### config.mk
export PLATFORM = sky130hd
export DESIGN_NAME = hwpe_ctrl_job_queue
export DESIGN_NICKNAME = d
export VERILOG_FILES = /design/src/rtl/hwpe_ctrl_job_queue_pkg.sv /design/src/rtl/hwpe_ctrl_job_fifo.sv /design/src/rtl/hwpe_ctrl_job_queue.sv
export SDC_FILE = /design/constraint.sdc
export NUM_CORES = 1
export LEC_CHECK = 0
export ABC_AREA = 0
export CAP_MARGIN = 20
export CORE_MARGIN = 10
export CORE_UTILIZATION = 50
export DETAILED_ROUTE_END_ITERATION = 16
export PLACE_DENSITY = 0.92
export REMOVE_ABC_BUFFERS = 1
export SLEW_MARGIN = 20
export SYNTH_ARGS = -nofsm -noshare
export SYNTH_HDL_FRONTEND = slang
export SYNTH_HIERARCHICAL = 1
export SYNTH_SLANG_ARGS = --single-unit
### constraint.sdc
create_clock -name clk_i -period 3.63 [get_ports clk_i]
set_input_delay 0.726 -clock clk_i [delete_from_list [all_inputs] [get_ports clk_i]]
set_output_delay 0.726 -clock clk_i [all_outputs]
set_load 0.02 [all_outputs]
### src/rtl/hwpe_ctrl_job_queue_pkg.sv
// Shared definitions for the HWPE job-queue control slave.
// Holds the register word offsets, the ACQUIRE error codes, the dispatch
// state type and a saturating counter helper.
package hwpe_ctrl_job_queue_pkg;

  // Register word offsets (add_i[4:2])
  localparam logic [2:0] JQ_TRIGGER   = 3'd0;
  localparam logic [2:0] JQ_ACQUIRE   = 3'd1;
  localparam logic [2:0] JQ_FINISHED  = 3'd2;
  localparam logic [2:0] JQ_STATUS    = 3'd3;
  localparam logic [2:0] JQ_RUNNING   = 3'd4;
  localparam logic [2:0] JQ_SOFTCLEAR = 3'd5;
  localparam logic [2:0] JQ_SWEVT     = 3'd6;

  // ACQUIRE return codes when no job slot is granted
  localparam logic [31:0] ACQUIRE_FULL   = 32'hFFFF_FFFF;
  localparam logic [31:0] ACQUIRE_LOCKED = 32'hFFFF_FFFE;

  typedef enum logic [1:0] {
    StIdle,
    StStarting,
    StRun
  } jq_state_e;

  function automatic logic [31:0] sat_inc32(input logic [31:0] v);
    return (v == 32'hFFFF_FFFF) ? v : v + 32'd1;
  endfunction

endpackage

### src/rtl/hwpe_ctrl_job_fifo.sv
// Owner-core FIFO for the job queue. Each entry records which core committed
// the job in that context slot; the pointers double as the register-file
// write context and the running context.
// Ports: clk_i/rst_ni clock and async reset, clear_i soft clear, push_i/data_i
// enqueue, pop_i dequeue, data_o head entry, wr_ptr_o/rd_ptr_o slot pointers,
// count_o occupancy, full_o/empty_o status.
module hwpe_ctrl_job_fifo #(
  parameter int unsigned DEPTH = 4,
  parameter int unsigned WIDTH = 3,
  parameter int unsigned PTR_W = $clog2(DEPTH)
) (
  input  logic             clk_i,
  input  logic             rst_ni,
  input  logic             clear_i,
  input  logic             push_i,
  input  logic [WIDTH-1:0] data_i,
  input  logic             pop_i,
  output logic [WIDTH-1:0] data_o,
  output logic [PTR_W-1:0] wr_ptr_o,
  output logic [PTR_W-1:0] rd_ptr_o,
  output logic [PTR_W:0]   count_o,
  output logic             full_o,
  output logic             empty_o
);

  logic [WIDTH-1:0] mem_q [DEPTH];
  logic [PTR_W-1:0] wr_ptr_q, rd_ptr_q;
  logic [PTR_W:0]   count_q, count_d;
  logic             push_ok, pop_ok;

  assign full_o   = (count_q == (PTR_W + 1)'(DEPTH));
  assign empty_o  = (count_q == '0);
  assign pop_ok   = pop_i && !empty_o;
  // A push into a full queue is allowed only when a pop frees a slot this cycle
  assign push_ok  = push_i && (!full_o || pop_ok);
  assign data_o   = mem_q[rd_ptr_q];
  assign wr_ptr_o = wr_ptr_q;
  assign rd_ptr_o = rd_ptr_q;
  assign count_o  = count_q;

  always_comb begin
    count_d = count_q;
    if (push_ok && !pop_ok) begin
      count_d = count_q + (PTR_W + 1)'(1);
    end else if (!push_ok && pop_ok) begin
      count_d = count_q - (PTR_W + 1)'(1);
    end
  end

  always_ff @(posedge clk_i or negedge rst_ni) begin
    if (!rst_ni) begin
      wr_ptr_q <= '0;
      rd_ptr_q <= '0;
      count_q  <= '0;
      for (int unsigned i = 0; i < DEPTH; i++) begin
        mem_q[i] <= '0;
      end
    end else if (clear_i) begin
      wr_ptr_q <= '0;
      rd_ptr_q <= '0;
      count_q  <= '0;
    end else begin
      count_q <= count_d;
      if (push_ok) begin
        mem_q[wr_ptr_q] <= data_i;
        wr_ptr_q        <= wr_ptr_q + PTR_W'(1);
      end
      if (pop_ok) begin
        rd_ptr_q <= rd_ptr_q + PTR_W'(1);
      end
    end
  end

endmodule

### src/rtl/hwpe_ctrl_job_queue.sv
// HWPE control slave with an N_CONTEXT-deep FIFO job queue.
// Cores ACQUIRE a job ID (taking a lock), program the register file at
// wr_ctx_o, then commit through TRIGGER. The dispatch FSM starts queued jobs
// in order, routes job-done and auxiliary events to the owning core and
// counts finished jobs.
// Ports: periph slave (req_i/gnt_o/add_i/wen_i/data_i/id_i, r_data_o/
// r_valid_o/r_id_o), datapath handshake (done_i/evt_i/start_o/busy_o/
// clear_o), context pointers (run_ctx_o/wr_ctx_o), events (evt_o per core
// at bits [c*N_EVT +: N_EVT], sw_evt_o).
module hwpe_ctrl_job_queue
  import hwpe_ctrl_job_queue_pkg::*;
#(
  parameter int unsigned N_CORES      = 8,
  parameter int unsigned N_CONTEXT    = 4,
  parameter int unsigned N_EVT        = 4,
  parameter int unsigned N_SW_EVT     = 8,
  parameter int unsigned ID_WIDTH     = 16,
  parameter int unsigned JOB_ID_WIDTH = 8
) (
  input  logic                         clk_i,
  input  logic                         rst_ni,
  output logic                         clear_o,
  input  logic                         req_i,
  output logic                         gnt_o,
  input  logic [31:0]                  add_i,
  input  logic                         wen_i,
  input  logic [31:0]                  data_i,
  input  logic [ID_WIDTH-1:0]          id_i,
  output logic [31:0]                  r_data_o,
  output logic                         r_valid_o,
  output logic [ID_WIDTH-1:0]          r_id_o,
  input  logic                         done_i,
  input  logic [N_EVT-2:0]             evt_i,
  output logic                         start_o,
  output logic                         busy_o,
  output logic [$clog2(N_CONTEXT)-1:0] run_ctx_o,
  output logic [$clog2(N_CONTEXT)-1:0] wr_ctx_o,
  output logic [N_CORES*N_EVT-1:0]     evt_o,
  output logic [N_SW_EVT-1:0]          sw_evt_o
);

  localparam int unsigned CoreW = (N_CORES > 1) ? $clog2(N_CORES) : 1;
  localparam int unsigned CtxW  = $clog2(N_CONTEXT);

  jq_state_e                state_q, state_d;
  logic                     lock_q, lock_d;
  logic [CoreW-1:0]         lock_core_q, lock_core_d;
  logic [JOB_ID_WIDTH-1:0]  job_id_q, job_id_d;
  logic                     triggered_q, triggered_d;
  logic [31:0]              finished_q, finished_d;
  logic [2:0]               clr_cnt_q, clr_cnt_d;
  logic                     clr_fin_q;
  logic                     start_q, start_d;
  logic [N_CORES*N_EVT-1:0] evt_q, evt_d;
  logic [N_SW_EVT-1:0]      sw_evt_q, sw_evt_d;
  logic                     r_valid_q;
  logic [ID_WIDTH-1:0]      r_id_q;
  logic [31:0]              r_data_q, r_data_d;

  logic [2:0]       offset;
  logic             wr_req, rd_req, acquire, softclear_wr;
  logic [CoreW-1:0] req_core, head_core;
  logic             id_hit, is_owner, take_lock;
  logic             commit, commit_trig, done_accept, go;
  logic [31:0]      acq_data;
  logic [CtxW:0]    fifo_count;
  logic             fifo_full, fifo_empty;
  logic             unused_bits;

  assign unused_bits = ^{add_i[31:5], add_i[1:0]};

  assign gnt_o     = 1'b1;
  assign r_valid_o = r_valid_q;
  assign r_id_o    = r_id_q;
  assign r_data_o  = r_data_q;
  assign start_o   = start_q;
  assign evt_o     = evt_q;
  assign sw_evt_o  = sw_evt_q;

  assign offset = add_i[4:2];
  assign wr_req = req_i && !wen_i;
  assign rd_req = req_i && wen_i;

  // Lowest set bit of the one-hot requester ID selects the core
  always_comb begin
    req_core = '0;
    for (int c = int'(N_CORES) - 1; c >= 0; c--) begin
      if (id_i[c]) req_core = CoreW'(c);
    end
  end
  assign id_hit = |id_i[N_CORES-1:0];

  // clear_o is high while the counter walks 3, 2, 1; the value 4 is the
  // one-cycle lead-in after the SOFTCLEAR write
  assign clear_o      = (clr_cnt_q != 3'd0) && (clr_cnt_q != 3'd4);
  assign softclear_wr = wr_req && (offset == JQ_SOFTCLEAR) && (clr_cnt_q == 3'd0);

  assign is_owner    = lock_q && id_hit && (lock_core_q == req_core);
  assign acquire     = rd_req && (offset == JQ_ACQUIRE);
  assign commit      = wr_req && (offset == JQ_TRIGGER) && is_owner && !fifo_full && !clear_o;
  assign commit_trig = commit && (data_i == 32'd0);
  assign done_accept = (state_q == StRun) && done_i && !clear_o;
  assign go          = (fifo_count != '0) && (triggered_q || commit_trig);

  hwpe_ctrl_job_fifo #(
    .DEPTH (N_CONTEXT),
    .WIDTH (CoreW)
  ) u_job_fifo (
    .clk_i    (clk_i),
    .rst_ni   (rst_ni),
    .clear_i  (clear_o),
    .push_i   (commit),
    .data_i   (lock_core_q),
    .pop_i    (done_accept),
    .data_o   (head_core),
    .wr_ptr_o (wr_ctx_o),
    .rd_ptr_o (run_ctx_o),
    .count_o  (fifo_count),
    .full_o   (fifo_full),
    .empty_o  (fifo_empty)
  );

  // Acquire arbitration: the lock holder always sees its own job ID
  always_comb begin
    acq_data  = '0;
    take_lock = 1'b0;
    if (lock_q && !is_owner) begin
      acq_data = ACQUIRE_LOCKED;
    end else if (lock_q) begin
      acq_data[JOB_ID_WIDTH-1:0] = job_id_q;
    end else if (fifo_full) begin
      acq_data = ACQUIRE_FULL;
    end else begin
      acq_data[JOB_ID_WIDTH-1:0] = job_id_q;
      take_lock = acquire && id_hit && !clear_o;
    end
  end

  always_comb begin
    lock_d      = lock_q;
    lock_core_d = lock_core_q;
    job_id_d    = job_id_q;
    triggered_d = triggered_q;
    finished_d  = finished_q;
    clr_cnt_d   = (softclear_wr) ? 3'd4 :
                  (clr_cnt_q != 3'd0) ? clr_cnt_q - 3'd1 : 3'd0;
    if (clear_o) begin
      lock_d      = 1'b0;
      job_id_d    = '0;
      triggered_d = 1'b0;
      if (clr_fin_q) finished_d = '0;
    end else begin
      if (commit) begin
        lock_d   = 1'b0;
        job_id_d = job_id_q + JOB_ID_WIDTH'(1);
      end else if (take_lock) begin
        lock_d      = 1'b1;
        lock_core_d = req_core;
      end
      if (commit_trig) begin
        triggered_d = 1'b1;
      end else if (done_accept && !commit && (fifo_count == (CtxW + 1)'(1))) begin
        triggered_d = 1'b0;
      end
      if (done_accept) finished_d = sat_inc32(finished_q);
    end
  end

  // Dispatch FSM: next state
  always_comb begin
    state_d = state_q;
    case (state_q)
      StIdle:     if (go) state_d = StStarting;
      StStarting: state_d = StRun;
      StRun:      if (done_i) state_d = StIdle;
      default:    state_d = StIdle;
    endcase
    if (clear_o) state_d = StIdle;
  end

  // Dispatch FSM: outputs
  always_comb begin
    busy_o  = (state_q != StIdle);
    start_d = (state_q == StStarting) && !clear_o;
  end

  always_comb begin
    evt_d = '0;
    if (!clear_o) begin
      for (int unsigned c = 0; c < N_CORES; c++) begin
        if (head_core == CoreW'(c)) begin
          evt_d[c*N_EVT]                = done_accept;
          evt_d[c*N_EVT+1 +: N_EVT-1]   = fifo_empty ? '0 : evt_i;
        end
      end
    end
  end

  always_comb begin
    sw_evt_d = '0;
    if (wr_req && (offset == JQ_SWEVT) && (int'(data_i[2:0]) < int'(N_SW_EVT))) begin
      sw_evt_d[data_i[2:0]] = 1'b1;
    end
  end

  always_comb begin
    r_data_d = '0;
    if (rd_req) begin
      case (offset)
        JQ_ACQUIRE:  r_data_d = acq_data;
        JQ_FINISHED: r_data_d = finished_q;
        JQ_STATUS: begin
          r_data_d[CtxW+1:1] = fifo_count;
          r_data_d[0]        = busy_o;
        end
        JQ_RUNNING:  r_data_d[JOB_ID_WIDTH-1:0] = job_id_q - JOB_ID_WIDTH'(fifo_count);
        default:     r_data_d = '0;
      endcase
    end
  end

  always_ff @(posedge clk_i or negedge rst_ni) begin
    if (!rst_ni) begin
      state_q     <= StIdle;
      lock_q      <= 1'b0;
      lock_core_q <= '0;
      job_id_q    <= '0;
      triggered_q <= 1'b0;
      finished_q  <= '0;
      clr_cnt_q   <= 3'd0;
      clr_fin_q   <= 1'b0;
      start_q     <= 1'b0;
      evt_q       <= '0;
      sw_evt_q    <= '0;
      r_valid_q   <= 1'b0;
      r_id_q      <= '0;
      r_data_q    <= '0;
    end else begin
      state_q     <= state_d;
      lock_q      <= lock_d;
      lock_core_q <= lock_core_d;
      job_id_q    <= job_id_d;
      triggered_q <= triggered_d;
      finished_q  <= finished_d;
      clr_cnt_q   <= clr_cnt_d;
      if (softclear_wr) clr_fin_q <= (data_i == 32'd0);
      start_q     <= start_d;
      evt_q       <= evt_d;
      sw_evt_q    <= sw_evt_d;
      r_valid_q   <= req_i;
      r_id_q      <= id_i;
      r_data_q    <= r_data_d;
    end
  end

endmodule

-- Word-level counts from Yosys, hierarchy flattened
Index checks and enable logic that the tools add are counted.
- add/subtract/negate cells: 8
- equal/unequal tests: 24
- bitwise gates (word level): 4
- multiplexer cells: 64
- reductions and logical operators: 60
- order comparisons: 5
- operator list (kind ; number):
    $mux 32 ; 7
    $mux 3 ; 17
    $mux 24 ; 2
    $pmux 24 s2 ; 1
    $mux 8 ; 5
    $add 32x1->32 const B ; 1
    $eq 32x32->1 const B ; 1
    $logic_not 32->1 ; 1
    $mux 4 ; 8
    $logic_and 1x1->1 ; 29
    $eq 3x3->1 const B ; 8
    $pmux 4 s4 ; 1
    $reduce_bool 3->1 ; 5
    $mux 2 ; 7
    $bwmux 12 ; 1
    $eq 3x2->1 const B ; 4
    $logic_not 3->1 ; 4
    $pmux 4 s3 ; 1
    $mux 1 ; 10
    $reduce_bool 2->1 ; 5
    $eq 3x1->1 const B ; 3
    $ne 3x3->1 const B ; 3
    $add 8x1->8 const B ; 1
    $logic_not 1->1 ; 8
    24 further kinds ; 32
- word-level logic and storage cells: 186
- output and inout port bits: 97
- input bits: 88
- register bits: 160

-- Depth between registers and ports, before layout
- depth in word-level cells: 19
- depth in mapped cells: 13
- depth with buffers taken out: 12

-- Modules after synthesis
The synthesis kept the hierarchy.
- by module, submodules not included (module ; area an instance (µm²) ; cells each ; seq. area each (µm²) ; instances):
    hwpe_ctrl_job_queue ; 6373.6 ; 618 ; 3528.4 ; 1
    hwpe_ctrl_job_fifo ; 1008.5 ; 75 ; 475.5 ; 1

-- Least setup slack after synthesis
Ideal clock, no wire load.
- path type: input to register
- start point: input port id_i[4]
- end point: register u_job_fifo.count_q[2], in the netlist u_job_fifo/count_o[2]
- setup time: 0.078 ns
- arrival time: 3.225 ns
- path buffers: 0
- data required time: 3.552 ns
- slack: 0.327 ns
- stages on the path: 11
- cells stage by stage: o31ai_1 -> a21oi_1 -> o211a_2 -> and3_1 -> and2_1 -> and2b_1 -> ha_1 -> fa_1 -> xnor2_1 -> or3_1 -> a21oi_1
- longest elaborated chain between the ends: 14
- elaborated cells between the ends (all ways): 19
- those cells by class: eq/ne (1); mux (7); reduce/logical (11)
- RTL lines (item ; line ; RTL):
    start, declared ; hwpe_ctrl_job_queue.sv:28 ; input logic [ID_WIDTH-1:0] id_i,
    $mux 3 (5 in series) ; hwpe_ctrl_job_queue.sv:88 ; if (id_i[c]) req_core = CoreW'(c);
    $eq 3x3->1 ; hwpe_ctrl_job_queue.sv:98 ; assign is_owner = lock_q && id_hit && (lock_core_q == req_core);
    $logic_and 1x1->1 * ; hwpe_ctrl_job_queue.sv:98 ;
    $logic_and 1x1->1 * (3 in series) ; hwpe_ctrl_job_queue.sv:100 ; assign commit = wr_req && (offset == JQ_TRIGGER) && is_owner && !fifo_full && !clear_o;
    via commit ; hwpe_ctrl_job_queue.sv:64 ; logic commit, commit_trig, done_accept, go;
    $logic_and 1x1->1 * ; hwpe_ctrl_job_fifo.sv:35 ; assign push_ok = push_i && (!full_o || pop_ok);
    $logic_and 1x1->1 / $logic_not 1->1 (equally long branches) ; hwpe_ctrl_job_fifo.sv:43, hwpe_ctrl_job_fifo.sv:45 ;
    $mux 3 / $logic_and 1x1->1 (equally long branches) ; hwpe_ctrl_job_fifo.sv:43, hwpe_ctrl_job_fifo.sv:45 ;
    $mux 3 / $reduce_bool 3->1 (equally long branches) ; - ;
    end signal, assigned ; hwpe_ctrl_job_fifo.sv:63 ; count_q <= count_d;
    end, declared ; hwpe_ctrl_job_fifo.sv:28 ; logic [PTR_W:0] count_q, count_d;
Mark *: on every way through the listed nets, which the timed path passes. The rest lies on a longest branch.
A chain may end at the register's enable or synchronous reset.

-- Final worst setup path
- start point: input port id_i[7]
- end point: register u_job_fifo.count_q[2], in the netlist u_job_fifo/count_o[2]
- longest elaborated chain between the ends: 17
- elaborated cells between the ends (all ways): 22
- those cells by class: eq/ne (1); mux (10); reduce/logical (11)
- RTL lines (item ; line):
    $mux 3 (8 in series) ; hwpe_ctrl_job_queue.sv:88
    $eq 3x3->1 ; hwpe_ctrl_job_queue.sv:98
    $logic_and 1x1->1 * ; hwpe_ctrl_job_queue.sv:98
    $logic_and 1x1->1 * (3 in series) ; hwpe_ctrl_job_queue.sv:100
    via commit ; hwpe_ctrl_job_queue.sv:64
    $logic_and 1x1->1 * ; hwpe_ctrl_job_fifo.sv:35
    $logic_and 1x1->1 / $logic_not 1->1 (equally long branches) ; hwpe_ctrl_job_fifo.sv:43, hwpe_ctrl_job_fifo.sv:45
    $mux 3 / $logic_and 1x1->1 (equally long branches) ; hwpe_ctrl_job_fifo.sv:43, hwpe_ctrl_job_fifo.sv:45
    $mux 3 / $reduce_bool 3->1 (equally long branches) ; -
Marks and branches as above.

==> out/results.tsv <==
stage	metric	value	unit
run_status	status	finished, final reports clean	
route	DRC	0	
placed_design	hpwl dp	14700	um
final_layout	layout cells sized above 1	12.2	%
yosys	Seq/Total Area, Yosys	54.2	%
timing	Slew Viols, Final	0	
yosys	area share of the largest cell type after synthesis	54.2	%
cts	post-cts sizing count	0	
placed_design	PortBufs	154	
timing	Worst slew margin	45.0	%
route	ANT nets after route	0	
cts	CTS tree	yes	
yosys	Seq cells post-synth	160	
floorplan	Core ar.	0.0145	sq mm
yosys	leading area contributor after synthesis	dfrtp_1	
placed_design	Area after DPL	0.00930	sq mm
yosys	Gate Count Post-Synth	693	
timing	Clock Skew	5.95	ps
cts	Worst-path clk slew	60	ps
final_layout	Layout Area Growth over Synthesis	34.0	%
cts	clk root buf	clkbuf_16	
job	total of max-cap violations	0	
power_and_ir_drop	Overall Power	4.14	mW
worst_hold_path	hold crit path type	input port to asynchronous set/reset pin	
floorplan	row count	44	
cts	worst-skew pair later-pin latency	430	ps
floorplan	die height	142	um
power_and_ir_drop	IR drop worst, VDD	0.292	mV
route	total wire length	20400	um
worst_setup_path	CP Launch Type	input port	
yosys	FFs w/ async S/R, synth	100	%
worst_setup_path	Crit Path Max Fanout	3	
route	vias per cell	5.79	
yosys	Synth area leaders	dfrtp_1 54%, nor2_1 4.9%, nand2_1 3.2%	
yosys	number of flops mapped to enable cells by yosys	0	
timing	crit path time final	3520	ps
timing	worst hold slack	292	ps
route	vias post-DR	6196	
power_and_ir_drop	power density over the cells	419	mW/mm^2
worst_setup_path	CP arrival	3870	ps
floorplan	I/O pin cnt	185	
floorplan	initial cell density of the core	51.0	%
worst_setup_path	WS Path Type	input port to register	
cts	H-tree levels	4	
cts	clock sinks	160	
final_layout	design area	0.00989	sq mm
worst_setup_path	Critical Path RT	3980	ps
cts	Max Root-Sink Buffers	2	
grt	GR Overflow Total	0	
cts	Num CTS Buffers	17	
worst_setup_path	Crit. End Element	register	
yosys	Distinct cells, synth	79	
yosys	Synth Flop Type	dfrtp_1	
grt	antenna violations before repair	3	
timing	fmax	0.284	GHz
yosys	YS warnings	6	
timing	Final Hold Fails	0	
cts	Post-CTS Setup Inserts	0	
grt	vias in the first global route	6210	
timing	Tcrit/Tclk final	96.9	%
grt	All-Layer GR Usage	20.5	%
route	Initial DRC Count	572	
timing	Worst Tran Pin Value	823	ps
route	DR pass1 iterations	5	
placed_design	GP Congestion	0.938	
route	per-cell routed wire length	19.1	um
grt	largest net degree at the start of global routing	73	
yosys	syn_area_per_cell	10.7	sq um
timing	endpoints failing setup	0	
worst_setup_path	reg2reg path depth	12	
grt	first-pass GRT wire length	33000	um
floorplan	die width	142	um
cts	hold_buf cts	0	
yosys	synthesized area	0.00738	sq mm
power_and_ir_drop	leak pwr	4.27	nW
final_layout	Nets	975	
floorplan	Die Area	0.0200	sq mm
## stage by stage
| stage | util, % | TNS, ps | worst slack [ps] | instances |
|---|---|---|---|---|
| 2_1_floorplan | - | 0 | 326 | 669 |
| 3_3_place_gp | 64.2 | -110 | -110 | 1039 |
| 3_5_place_dp | 64.2 | -409 | -308 | 1039 |
| 4_1_cts | 68.2 | 0 | 12.5 | 1069 |
| 5_1_grt | 68.3 | -22.8 | -22.8 | 1071 |
| 6_report | 68.3 | 0 | 111 | 1071 |
## layout make-up
cell class                 instances  area, sq um
multi-input combinational        486         3200
tap                              184          230
sequential                       160         4000
antenna                            2         5.00
clock inverter                    10          110
timing repair buffer             186         1800
fill                            1022         4590
inverter                          23         86.3
clock buffer                      20          467
## registers in the layout, summed over array words and instances (netlist names), 8 cells and up
name and cells:
sw_evt_o 8, u_job_fifo/mem_q 12, r_id_o 16, evt_o 32, finished_q 32, r_data_o 32, job_id_q 8
## worst paths after layout
path	start	endpoint	slack, ps
max	id_i[7]	u_job_fifo/count_o[2]$_DFFE_PN0P_	110
min	rst_ni	r_id_o[8]$_DFF_PN0_	290
max reg2reg	u_job_fifo/count_o[0]$_DFFE_PN0P_	u_job_fifo/count_o[2]$_DFFE_PN0P_	410
min reg2reg	u_job_fifo/mem_q[0]$_DFFE_PN0P_	u_job_fifo/mem_q[0]$_DFFE_PN0P_	490
max in group asynchronous	rst_ni	finished_q[13]$_DFFE_PN0P_	2440
min in group clk_i	u_job_fifo/mem_q[0]$_DFFE_PN0P_	u_job_fifo/mem_q[0]$_DFFE_PN0P_	490
## Yosys cell counts (5+ instances only)
master,instances
mux2_1,12
nor3_1,12
nand2_1,63
and3_1,11
nand3_1,11
nand2b_1,11
a31oi_1,5
nor2b_1,9
o21ai_0,11
nor2_1,97
buf_2,5
mux2i_1,7
ha_1,11
nor4_1,12
xor2_1,11
mux2_2,6
clkbuf_1,15
dfrtp_1,160
or3_1,12
o21ai_1,6
inv_1,21
nand4_1,22
xnor2_1,16
a21oi_1,45
## cell families (layout without fill, tap and decap cells)
family	after synthesis	after routing	synth area share, %
buffers and inverters	47	239	2.63
and+or+nand+nor	303	303	22.3
DFF	160	160	54.2
adders and majority gates	13	13	2.41
other	1	3	0.0508
muxes	28	28	4.61
xor gates and xnor gates	28	28	3.42
AOI/OAI and AO/OA	113	113	10.3
## per-layer routing
metal | GRT usage (%) | part of all wire, % | up-vias
met1 | 24.5 | 39 | 3085
li1 | - | - | 2832
met5 | 0 | 0.098 | -
met2 | 34.5 | 52 | 237
met4 | 7.42 | 2.1 | 2
met3 | 5.74 | 7.6 | 40
## placed cells by master (no fill, tap or decap), types with 6 or more instances in the layout
cell / netlist / final
ha_1: 11 / 11
nand2_1: 63 / 63
mux2_2: 6 / 6
clkbuf_16: 0 / 17
o21ai_0: 11 / 11
nor2b_1: 9 / 9
nand4_1: 22 / 22
xor2_1: 11 / 11
nand2b_1: 11 / 11
inv_1: 21 / 21
and3_1: 11 / 11
a21oi_1: 45 / 45
mux2_1: 12 / 12
nor2_1: 97 / 97
or3_1: 12 / 12
nand3_1: 11 / 11
o21ai_1: 6 / 6
dfrtp_1: 160 / 160
nor3_1: 12 / 12
clkdlybuf4s50_1: 0 / 153
buf_4: 1 / 31
mux2i_1: 7 / 7
xnor2_1: 16 / 16
nor4_1: 12 / 11
## report_power, final
group | switching, mW | total (mW) | internal (mW) | leakage [nW]
Clock | 0.694 | 1.75 | 1.06 | 0.288
Sequential | 0.0652 | 1.89 | 1.82 | 2.15
Combinational | 0.289 | 0.504 | 0.214 | 1.83
Total | 1.05 | 4.14 | 3.09 | 4.27
## worst max-delay path, stage by stage
cell and delay (ps):
clkdlybuf4s50_1 460, nor4_2 410, nor2b_1 120, a21o_1 220
o211a_2 140, and3_1 160, and2_1 170, and2b_1 170
ha_1 220, fa_1 440, xnor2_1 170, or3_1 320
a21oi_1 150
Power figures use the tool's default switching activity.
